File: src/rtl/wb_arbiter.sv
// Register-file write-port arbiter: the pipeline (P) writes immediately, multi-cycle
// results queue in a 2-entry FIFO, and a starve counter forces the FIFO head through.
module wb_arbiter #(
  parameter int unsigned D_WIDTH    = 32,
  parameter int unsigned A_WIDTH    = 5,
  parameter int unsigned STARVE_MAX = 4
) (
  input  logic                    clk,
  input  logic                    rst_n,
  input  logic                    p_valid,
  input  logic [A_WIDTH-1:0]      p_addr,
  input  logic [D_WIDTH-1:0]      p_data,
  input  logic                    m_valid,
  input  logic [A_WIDTH-1:0]      m_addr,
  input  logic [D_WIDTH-1:0]      m_data,
  output logic                    m_ready,
  output logic                    wen,
  output logic [A_WIDTH-1:0]      waddr,
  output logic [D_WIDTH-1:0]      wdata,
  output logic                    stall_req,
  output logic [(2**A_WIDTH)-1:0] pend_mask,
  output logic                    err
);

  localparam int unsigned CW = $clog2(STARVE_MAX + 1);

  typedef struct packed {
    logic [A_WIDTH-1:0] addr;
    logic [D_WIDTH-1:0] data;
  } entry_t;

  entry_t         ent_q [2];
  entry_t         ent_d [2];
  logic [1:0]     vld_q, vld_d;
  logic           wr_ptr_q, wr_ptr_d;
  logic           rd_ptr_q, rd_ptr_d;
  logic [CW-1:0]  cnt_q, cnt_d;
  logic           stall_q, stall_d;
  logic           err_q, err_d;

  logic           full, empty, push, fifo_gnt, p_gnt;
  entry_t         head;

  assign full     = &vld_q;
  assign empty    = ~|vld_q;
  assign head     = ent_q[rd_ptr_q];
  // While stalled the head wins; otherwise P has priority over the FIFO.
  assign fifo_gnt = !empty && (stall_q || !p_valid);
  assign p_gnt    = p_valid && !fifo_gnt;
  assign push     = m_valid && m_ready;

  assign stall_req = stall_q;
  assign err       = err_q;

  // Write port, handshake and pending mask; all forced quiet while in reset.
  always_comb begin
    m_ready   = rst_n && !full;
    wen       = 1'b0;
    waddr     = '0;
    wdata     = '0;
    pend_mask = '0;
    if (fifo_gnt) begin
      wen   = rst_n && (head.addr != '0);
      waddr = head.addr;
      wdata = head.data;
    end else if (p_gnt) begin
      wen   = rst_n && (p_addr != '0);
      waddr = p_addr;
      wdata = p_data;
    end
    for (int i = 0; i < 2; i++) begin
      if (vld_q[i]) pend_mask[ent_q[i].addr] = 1'b1;
    end
    pend_mask[0] = 1'b0;
    if (!rst_n) pend_mask = '0;
  end

  // FIFO, starve counter and status next-state.
  always_comb begin
    ent_d    = ent_q;
    vld_d    = vld_q;
    wr_ptr_d = wr_ptr_q ^ push;
    rd_ptr_d = rd_ptr_q ^ fifo_gnt;
    cnt_d    = cnt_q;
    if (fifo_gnt) vld_d[rd_ptr_q] = 1'b0;
    if (push) begin
      vld_d[wr_ptr_q] = 1'b1;
      ent_d[wr_ptr_q] = '{addr: m_addr, data: m_data};
    end
    if (fifo_gnt || empty) begin
      cnt_d = '0;
    end else if (p_gnt && (cnt_q != CW'(STARVE_MAX))) begin
      cnt_d = cnt_q + CW'(1);
    end
    stall_d = fifo_gnt ? 1'b0 : (stall_q || (cnt_d == CW'(STARVE_MAX)));
    err_d   = err_q || (stall_q && p_valid && !empty);
  end

  always_ff @(posedge clk) begin
    if (!rst_n) begin
      vld_q    <= '0;
      wr_ptr_q <= 1'b0;
      rd_ptr_q <= 1'b0;
      cnt_q    <= '0;
      stall_q  <= 1'b0;
      err_q    <= 1'b0;
    end else begin
      vld_q    <= vld_d;
      wr_ptr_q <= wr_ptr_d;
      rd_ptr_q <= rd_ptr_d;
      cnt_q    <= cnt_d;
      stall_q  <= stall_d;
      err_q    <= err_d;
    end
  end

  // Payload storage needs no reset; validity is tracked by vld_q.
  always_ff @(posedge clk) begin
    ent_q <= ent_d;
  end

endmodule

File: config.mk
export PLATFORM = sky130hd
export DESIGN_NAME = wb_arbiter
export DESIGN_NICKNAME = d
export VERILOG_FILES = /design/src/rtl/wb_arbiter.sv
export SDC_FILE = /design/constraint.sdc
export NUM_CORES = 1
export LEC_CHECK = 0
export CELL_PAD_IN_SITES_DETAIL_PLACEMENT = 1
export CELL_PAD_IN_SITES_GLOBAL_PLACEMENT = 1
export CORE_UTILIZATION = 47
export DETAILED_ROUTE_END_ITERATION = 8
export DONT_BUFFER_PORTS = 1
export GPL_TIMING_DRIVEN = 0
export PLACE_DENSITY_LB_ADDON = 0.05
export SYNTH_ARGS = -nofsm -noshare
export SYNTH_HDL_FRONTEND = slang
export SYNTH_SLANG_ARGS = --single-unit
export TNS_END_PERCENT = 1
File: constraint.sdc
create_clock -name clk -period 6.3 [get_ports clk]
set_clock_uncertainty 0.05 [all_clocks]
set_input_delay 0.63 -clock clk [delete_from_list [all_inputs] [get_ports clk]]
set_output_delay 0.63 -clock clk [all_outputs]
set_load 0.02 [all_outputs]
# Word level (Yosys, flattened, before mapping)
# Index checks and enable logic that the tools add are counted.
dict set report classes {
  add_sub_neg 1
  n_bitwise 9
  n_eq_ne 2
  magnitude_cmp 11
  n_mux 27
  n_reduce_logical 27
}
# op n
set op_table {}
lappend op_table {{two-way mux 32 bit} 5}
lappend op_table {{two-way mux 37 bit} 4}
lappend op_table {{bitwise mux 74 bit} 1}
lappend op_table {{demux 37 bit (select 1 bit)} 1}
lappend op_table {{bitwise OR 32 bit} 1}
lappend op_table {{logical AND 1 bit} 14}
lappend op_table {{less-than comparator 5 x 6 -> 1 bit, second input constant} 2}
lappend op_table {{demux 1 bit (select 5 bit)} 2}
lappend op_table {{>= comparator 5 x 1 -> 1 bit, second input constant} 2}
lappend op_table {{two-way mux 5 bit} 2}
lappend op_table {{nonzero test 5 bit} 2}
lappend op_table {{two-way mux 1 bit} 6}
lappend op_table {{two-way mux 3 bit} 2}
lappend op_table {{>= comparator 2 bit, second input constant} 2}
lappend op_table {{logical NOT 1 bit} 4}
lappend op_table {{logical OR 1 bit} 4}
lappend op_table {{less-than comparator 1 x 2 -> 1 bit, second input constant} 2}
lappend op_table {{two-way mux 2 bit} 2}
lappend op_table {{NOT 1 -> 2 bit} 2}
lappend op_table {{OR reduction 2 bit} 2}
lappend op_table {{adder 3 x 1 -> 3 bit, second input constant} 1}
lappend op_table {{== test 3 bit, second input constant} 1}
lappend op_table {{inequality test 3 bit, second input constant} 1}
lappend op_table {{AND 2 bit} 1}
lappend op_table {{8 further kinds} 11}
dict set report totals {
  reg_bits 83
  in_bits 78
  word_cells 87
}

# Depth between registers and ports, before layout
# Gate-level depths: netlist of the first run.
dict set report depth {
  ltp_word 10
  ltp_mapped 6
  ltp_nobuf 6
}

# Worst setup path after synthesis of the first run
# OpenSTA, ideal clock, no wires.
dict set report synth_timing {
  kind {input to register}
  start {input rst_n}
  end {register ent_q[37] in the netlist's numbering, enable pin}
  path_stages 3
  slack_ns 3.428
  n_path_buf 0
  t_arrival_ns 2.424
  required_time_ns 5.852
  cell_sequence {a21boi_0 -> and2_1 -> ha_1}
}
dict set report synth_via {
  elab_chain_cells 2
}
# element line
set synth_rtl {}
lappend synth_rtl {{from (decl)} 9} ;# input logic rst_n,
lappend synth_rtl {{logical AND 1 bit} 57} ;# m_ready = rst_n && !full;
lappend synth_rtl {{logical AND 1 bit} 50} ;# assign push = m_valid && m_ready;
lappend synth_rtl {{to (signal assigned)} 119} ;# ent_q <= ent_d;
lappend synth_rtl {{to (decl)} 32} ;# entry_t ent_q [2];
# Every way passes these cells.
# A chain may end at the register's enable or synchronous reset.

# Final worst setup path of the first run
dict set report layout_timing {
  start {register stall_q (netlist: stall_req)}
  end {output waddr[4]}
}
dict set report layout_via {
  elab_chain_cells 6
}
# element line
set layout_rtl {}
lappend layout_rtl {{from (decl)} 38} ;# logic stall_q, stall_d;
lappend layout_rtl {{from (signal assigned)} 112} ;# stall_q <= stall_d;
lappend layout_rtl {{logical OR 1 bit (*)} 48} ;# assign fifo_gnt = !empty && (stall_q || !p_valid);
lappend layout_rtl {{logical AND 1 bit (*)} 48}
lappend layout_rtl {{logical NOT 1 bit} 49} ;# assign p_gnt = p_valid && !fifo_gnt;
lappend layout_rtl {{logical AND 1 bit} 49}
lappend layout_rtl {{two-way mux 5 bit} 66} ;# end else if (p_gnt) begin
lappend layout_rtl {{two-way mux 5 bit (*)} 62} ;# if (fifo_gnt) begin
lappend layout_rtl {{to (decl)} 18} ;# output logic [A_WIDTH-1:0] waddr,
# Mark *: on every way between the ends. The rest lies on a longest branch, timed or not.

==> results of run 1 <==
[worst max-delay path: stages, from the launching register on]
cell,delay [ps]
dfxtp_1,530
nand2b_1,170
o21ai_1,190
buf_2,260
buf_2,210
o21ai_0,650
[registers in the layout, summed over array words and instances (netlist names)]
| register | flops |
|---|---|
| cnt_q | 3 |
| ent_q | 74 |
| vld_q | 2 |
| wr_ptr_q | 1 |
| stall_req | 1 |
| rd_ptr_q | 1 |
| err | 1 |
[layout make-up]
cell class / count / area share [%]
sequential: 83 / 52.6
multi-input combinational: 245 / 35.1
buffer: 32 / 3.39
tap: 108 / 2.96
clock buffer: 9 / 2.71
clock inverter: 7 / 2.03
timing repair buffer: 2 / 0.876
inverter: 5 / 0.411
[cell usage in the layout, fill, tap and decap left out, types with 2 or more instances in the layout]
cell type	instances
inv_1	5
nor2_1	11
or3_1	2
or3b_2	3
ha_2	2
nand2_1	8
o21ai_1	3
inv_6	4
ha_1	2
o21ai_0	39
dfxtp_1	9
o22ai_1	31
nand3_1	41
mux2i_1	38
buf_4	4
xnor2_1	3
nor2b_1	3
buf_12	2
buf_2	9
nand3b_1	10
and2_1	34
a21boi_0	2
clkbuf_1	17
edfxtp_1	74
clkbuf_8	9
[through the flow]
| step | hold slack [ps] | instance area, sq um |
|---|---|---|
| 5_1_grt | 290 | 4570 |
| 3_3_place_gp | 491 | 4310 |
| 4_1_cts | 296 | 4570 |
| 2_1_floorplan | 461 | 4170 |
| 3_5_place_dp | 502 | 4350 |
| 6_report | 308 | 4570 |
[per-layer routing]
layer	global-route usage (%)	vias up	routed length, um
met5	0	-	0
met4	6.84	0	138
met3	7.11	9	823
met2	38.2	113	4940
met1	27.4	1390	4220
li1	-	1391	-
[cell families (layout without fill, tap and decap cells)]
kind of cell | count (synthesis) | after routing | share of synthesized area [%]
xor+xnor | 3 | 3 | 0.630
simple gates | 118 | 118 | 16.1
mux | 38 | 38 | 9.11
compound gates | 81 | 81 | 11.2
other cells | 1 | 1 | 0.0898
fa+ha+maj | 4 | 4 | 1.20
buf+inv | 37 | 55 | 4.17
flops | 83 | 83 | 57.6
[how the worst min path moves through the flow]
stage	depth (start not counted)	slack (ps)	end	startpoint
after floorplan	2	460	cnt_q[1]	cnt_q[1]
after global placement	2	490	cnt_q[2]	cnt_q[2]
after detailed placement	2	500	cnt_q[2]	cnt_q[2]
after CTS	0	300	ent_q[42]	m_data[5]
after global routing	0	290	ent_q[46]	m_data[9]
final	0	310	ent_q[37]	m_data[0]
[power by group]
| part | switching (mW) | total (mW) | internal [mW] |
|---|---|---|---|
| logic | 0.0929 | 0.130 | 0.0376 |
| registers | 0.00587 | 0.626 | 0.620 |
| clock network | 0.214 | 0.409 | 0.195 |
==> flow_summary.json, run 1 <==
{
  "startpoint_type": "flip-flop",
  "yosysWarnings": 0,
  "synthTopCellsByArea": "edfxtp_1 53%, mux2i_1 9.1%, and2_1 5.1%",
  "multi_input_area_sq_um": 1600,
  "clockBufferDepth": 2,
  "fin_crit_sh_pct": 48.4,
  "utilization_pct": 52.7,
  "overflow": 0,
  "pre_cts_slack_ps": 3570,
  "synth_top_cell_by_area": "edfxtp_1",
  "grtUsageTotal_pct": 22.6,
  "cts_tree": "done",
  "drive_above_1_share_pct": 10.4,
  "vias": 2903,
  "power_mw": 1.17,
  "rrSetupSlack_ps": 3810,
  "rr_worst_depth": 5,
  "final.min_clock_period_ps": 3050,
  "numCtsBuffers": 9,
  "syn_nets": 447,
  "postCtsSetupBuffers": 0,
  "status": "complete, no violations",
  "core-area_sq_um": 8680,
  "power_per_cell_area_nw_per_um2": 255,
  "drv_slew": 0,
  "drt_first_iter_violations": 131,
  "cts_hold_buf": 0,
  "ys_types": 36,
  "critical_path_class": "reg2out",
  "ys_seq_area_share_pct": 57.6,
  "synthTopCellsByCount": "74 x edfxtp_1, 41 x nand3_1, 39 x o21ai_0",
  "r2r_start": "vld_q[1]",
  "final_cells": 491,
  "clk_pin_slew_worst_paths_ps": 100,
  "worstSkewPairLatency_ps": 360,
  "wire_per_inst_um": 20.6,
  "start_util_pct": 48.1,
  "setup_ws_ps": 3250,
  "irDropWorstVdd_v": 0.000178,
  "place_inst": 475,
  "io_buffers": 0,
  "cts.repair.resized": 0,
  "drc": 0,
  "postRouteAntennaNets": 0,
  "gp_congestion": 0.799,
  "cp-end-kind": "output port",
  "cp-endpoint": "waddr[4]",
  "htreeDepth": 3,
  "worstMarginPinSlew_ps": 851,
  "rr_endpoint": "ent_q[25]",
  "power.leakage_nw": 1.44,
  "slew_headroom_pct": 42.7,
  "vias_per_cell": 5.91,
  "die_width_um": 96.2,
  "async_reset_ff_share_pct": 0,
  "max_freq_mhz": 328,
  "yosysTopAreaCellShare_pct": 53.2,
  "grt_max_degree": 24,
  "rsz0062_at_grt": "false",
  "finalSetupViolations": 0,
  "worstPathArrival_ps": 2370,
  "syn-cell-area_sq_um": 4170,
  "diodes": 0,
  "fp.dieH_um": 96.2,
  "syn-instance-count": 365,
  "dr.pass1.iters": 4,
  "wl_um": 10100,
  "num_io_pins": 151,
  "cts.sinks": 83,
  "postSynthAreaPerCell_sq_um": 11.4,
  "grt_pass1_wl_um": 15100,
  "cap_violations": 0,
  "cts_root_buf": "clkbuf_8",
  "area_delta_synth_final_pct": 9.50,
  "hp-class": "in2reg",
  "post-synth-top-count-cell": "edfxtp_1",
  "cp_max_fo": 10,
  "fin_nets": 460,
  "grt_antenna_before_repair": 0,
  "hold_viol": 0,
  "startpoint": "stall_req",
  "finalSetupTns_ps": 0,
  "required_ps": 5620,
  "die_area_sq_um": 9260,
  "hpwl_um": 7350,
  "synth-edff-count": 74,
  "grt_pass1_vias": 2821,
  "seqCellArea_sq_um": 2400,
  "synthFlopType": "edfxtp_1",
  "rows": 34,
  "fillerInstances": 924,
  "synth_seq_cells": 83
}
Power figures use the tool's default switching activity.
==> run 2, diff against run 1 <==
==> constraint.sdc (replaced) <==
create_clock -name clk -period 2.9 [get_ports clk]
set_clock_uncertainty 0.05 [all_clocks]
set_input_delay 0.29 -clock clk [delete_from_list [all_inputs] [get_ports clk]]
set_output_delay 0.29 -clock clk [all_outputs]
set_load 0.02 [all_outputs]
==> flow_summary.json, run 2 (synthesized netlist as in run 1, its figures left out) <==
{
  "finalSetupViolations": 0,
  "required_ps": 2560,
  "numCtsBuffers": 9,
  "worstPathArrival_ps": 2390,
  "fin_nets": 497,
  "io_buffers": 0,
  "dr.pass1.iters": 4,
  "rrSetupSlack_ps": 400,
  "grtUsageMet2_pct": 40.8,
  "status": "complete, no violations",
  "critical_path_class": "reg2out",
  "cp_num_cells": 5,
  "vias_per_cell": 5.90,
  "cp_slowest_stage_delay_ps": 660,
  "worstSkewPairLatency_ps": 360,
  "hold_viol": 0,
  "finalSetupTns_ps": 0,
  "postCtsSetupBuffers": 0,
  "grt_pass1_vias": 3077,
  "cts_hold_buf": 37,
  "grt_max_degree": 24,
  "area_delta_synth_final_pct": 18.4,
  "vias": 3113,
  "cp-end-kind": "output port",
  "rows": 34,
  "gp_congestion": 0.799,
  "drive_above_1_share_pct": 9.52,
  "use_met3_pct": 5.85,
  "cts.sinks": 83,
  "die_width_um": 96.2,
  "cts.repair.resized": 0,
  "diodes": 0,
  "top_register": "ent_q",
  "hp-class": "in2reg",
  "top_regs": "ent_q (74), cnt_q (3), vld_q (2)",
  "met1_usage_pct": 28.9,
  "irDropWorstVdd_v": 0.000385,
  "cp_common_cell": "buf_2",
  "core-area_sq_um": 8680,
  "grt_pass1_wl_um": 16000,
  "max_freq_mhz": 367,
  "cp_top_family": "compound AO/OA/AOI/OAI gates",
  "startpoint": "stall_req",
  "clockBufferDepth": 2,
  "grt_antenna_before_repair": 0,
  "cp_max_fo": 10,
  "htreeDepth": 3,
  "gr-max-usage-layer": "met2",
  "crit_buf_inv": 2,
  "clk_pin_slew_worst_paths_ps": 100,
  "cts_tree": "done",
  "rsz0062_at_grt": "false",
  "slew_headroom_pct": 42.9,
  "wire_per_inst_um": 20.2,
  "cp_slowest_cell": "o21ai_0",
  "die_area_sq_um": 9260,
  "drv_slew": 0,
  "start_util_pct": 48.1,
  "cap_violations": 0,
  "drt_first_iter_violations": 165,
  "startpoint_type": "flip-flop",
  "largest_register_ffs": 74,
  "fillerInstances": 916,
  "postRouteAntennaNets": 0,
  "final_common_cell": "edfxtp_1",
  "power_per_cell_area_nw_per_um2": 523,
  "rr_worst_depth": 5,
  "overflow": 0,
  "drc": 0,
  "r2r_start": "vld_q[1]",
  "power_mw": 2.59,
  "final_cell_mix": "74 x edfxtp_1, 41 x nand3_1, 39 x o21ai_0, 38 x mux2i_1, 37 x dlygate4sd3_1",
  "wl_um": 10700,
  "worstMarginPinSlew_ps": 848,
  "fp.dieH_um": 96.2,
  "cp-endpoint": "waddr[4]",
  "final.min_clock_period_ps": 2730,
  "hpwl_um": 7350,
  "fin_crit_sh_pct": 94.1,
  "cts_root_buf": "clkbuf_8",
  "power.leakage_nw": 1.59,
  "path_cells": "nand2b_1 -> o21ai_1 -> buf_2 -> buf_2 -> o21ai_0",
  "rr_endpoint": "ent_q[25]",
  "num_io_pins": 151,
  "grtUsageTotal_pct": 23.7
}
## run 2: cell type report
cell class | count | area [sq um] | area share, %
flip-flops and latches | 83 | 2400 | 48.6
multi-input cells | 245 | 1600 | 32.4
repair buffers | 39 | 410 | 8.31
plain buffers | 32 | 155 | 3.14
well taps | 108 | 135 | 2.73
clock buffers | 9 | 124 | 2.51
clock inverters | 7 | 92.6 | 1.87
inverters | 5 | 18.8 | 0.380
## run 2: metrics by stage
step / instances / area, sq um / utilization [%] / hold WS [ps] / setup WS (ps)
finish: 528 / 4940 / 56.9 / 169 / 172
global route: 528 / 4940 / 56.9 / 193 / 25.8
CTS: 528 / 4940 / 56.9 / 162 / 117
detailed placement: 475 / 4350 / 50.2 / 339 / 410
global placement: 473 / 4310 / 49.7 / 339 / -428
floorplan: 365 / 4170 / - / 339 / 229
## run 2: worst min-delay path: cells and delay by family
family	cells	cell delay (ps)
AOI/OAI and AO/OA	2	160
and+or+nand+nor	1	90
## run 2: report_power, final
part,switching [mW],internal (mW)
combinational,0.219,0.115
clock,0.469,0.424
sequential,0.0130,1.35
total,0.701,1.88
## run 2: routing by layer
metal,routed length (um),part of all wire [%]
met1,4460,42
met2,5350,50
met3,694,6.5
met4,162,1.5
met5,0,0
## run 2: worst min-delay path by stage
stage | end | depth (start not counted) | start | slack [ps]
after global placement | ent_q[53] | 0 | m_data[16] | 340
final | err | 3 | p_valid | 170
after CTS | err | 3 | p_valid | 160
after global routing | cnt_q[0] | 2 | rst_n | 190
after floorplan | ent_q[0] | 0 | m_data[0] | 340
after detailed placement | ent_q[35] | 0 | m_addr[3] | 340
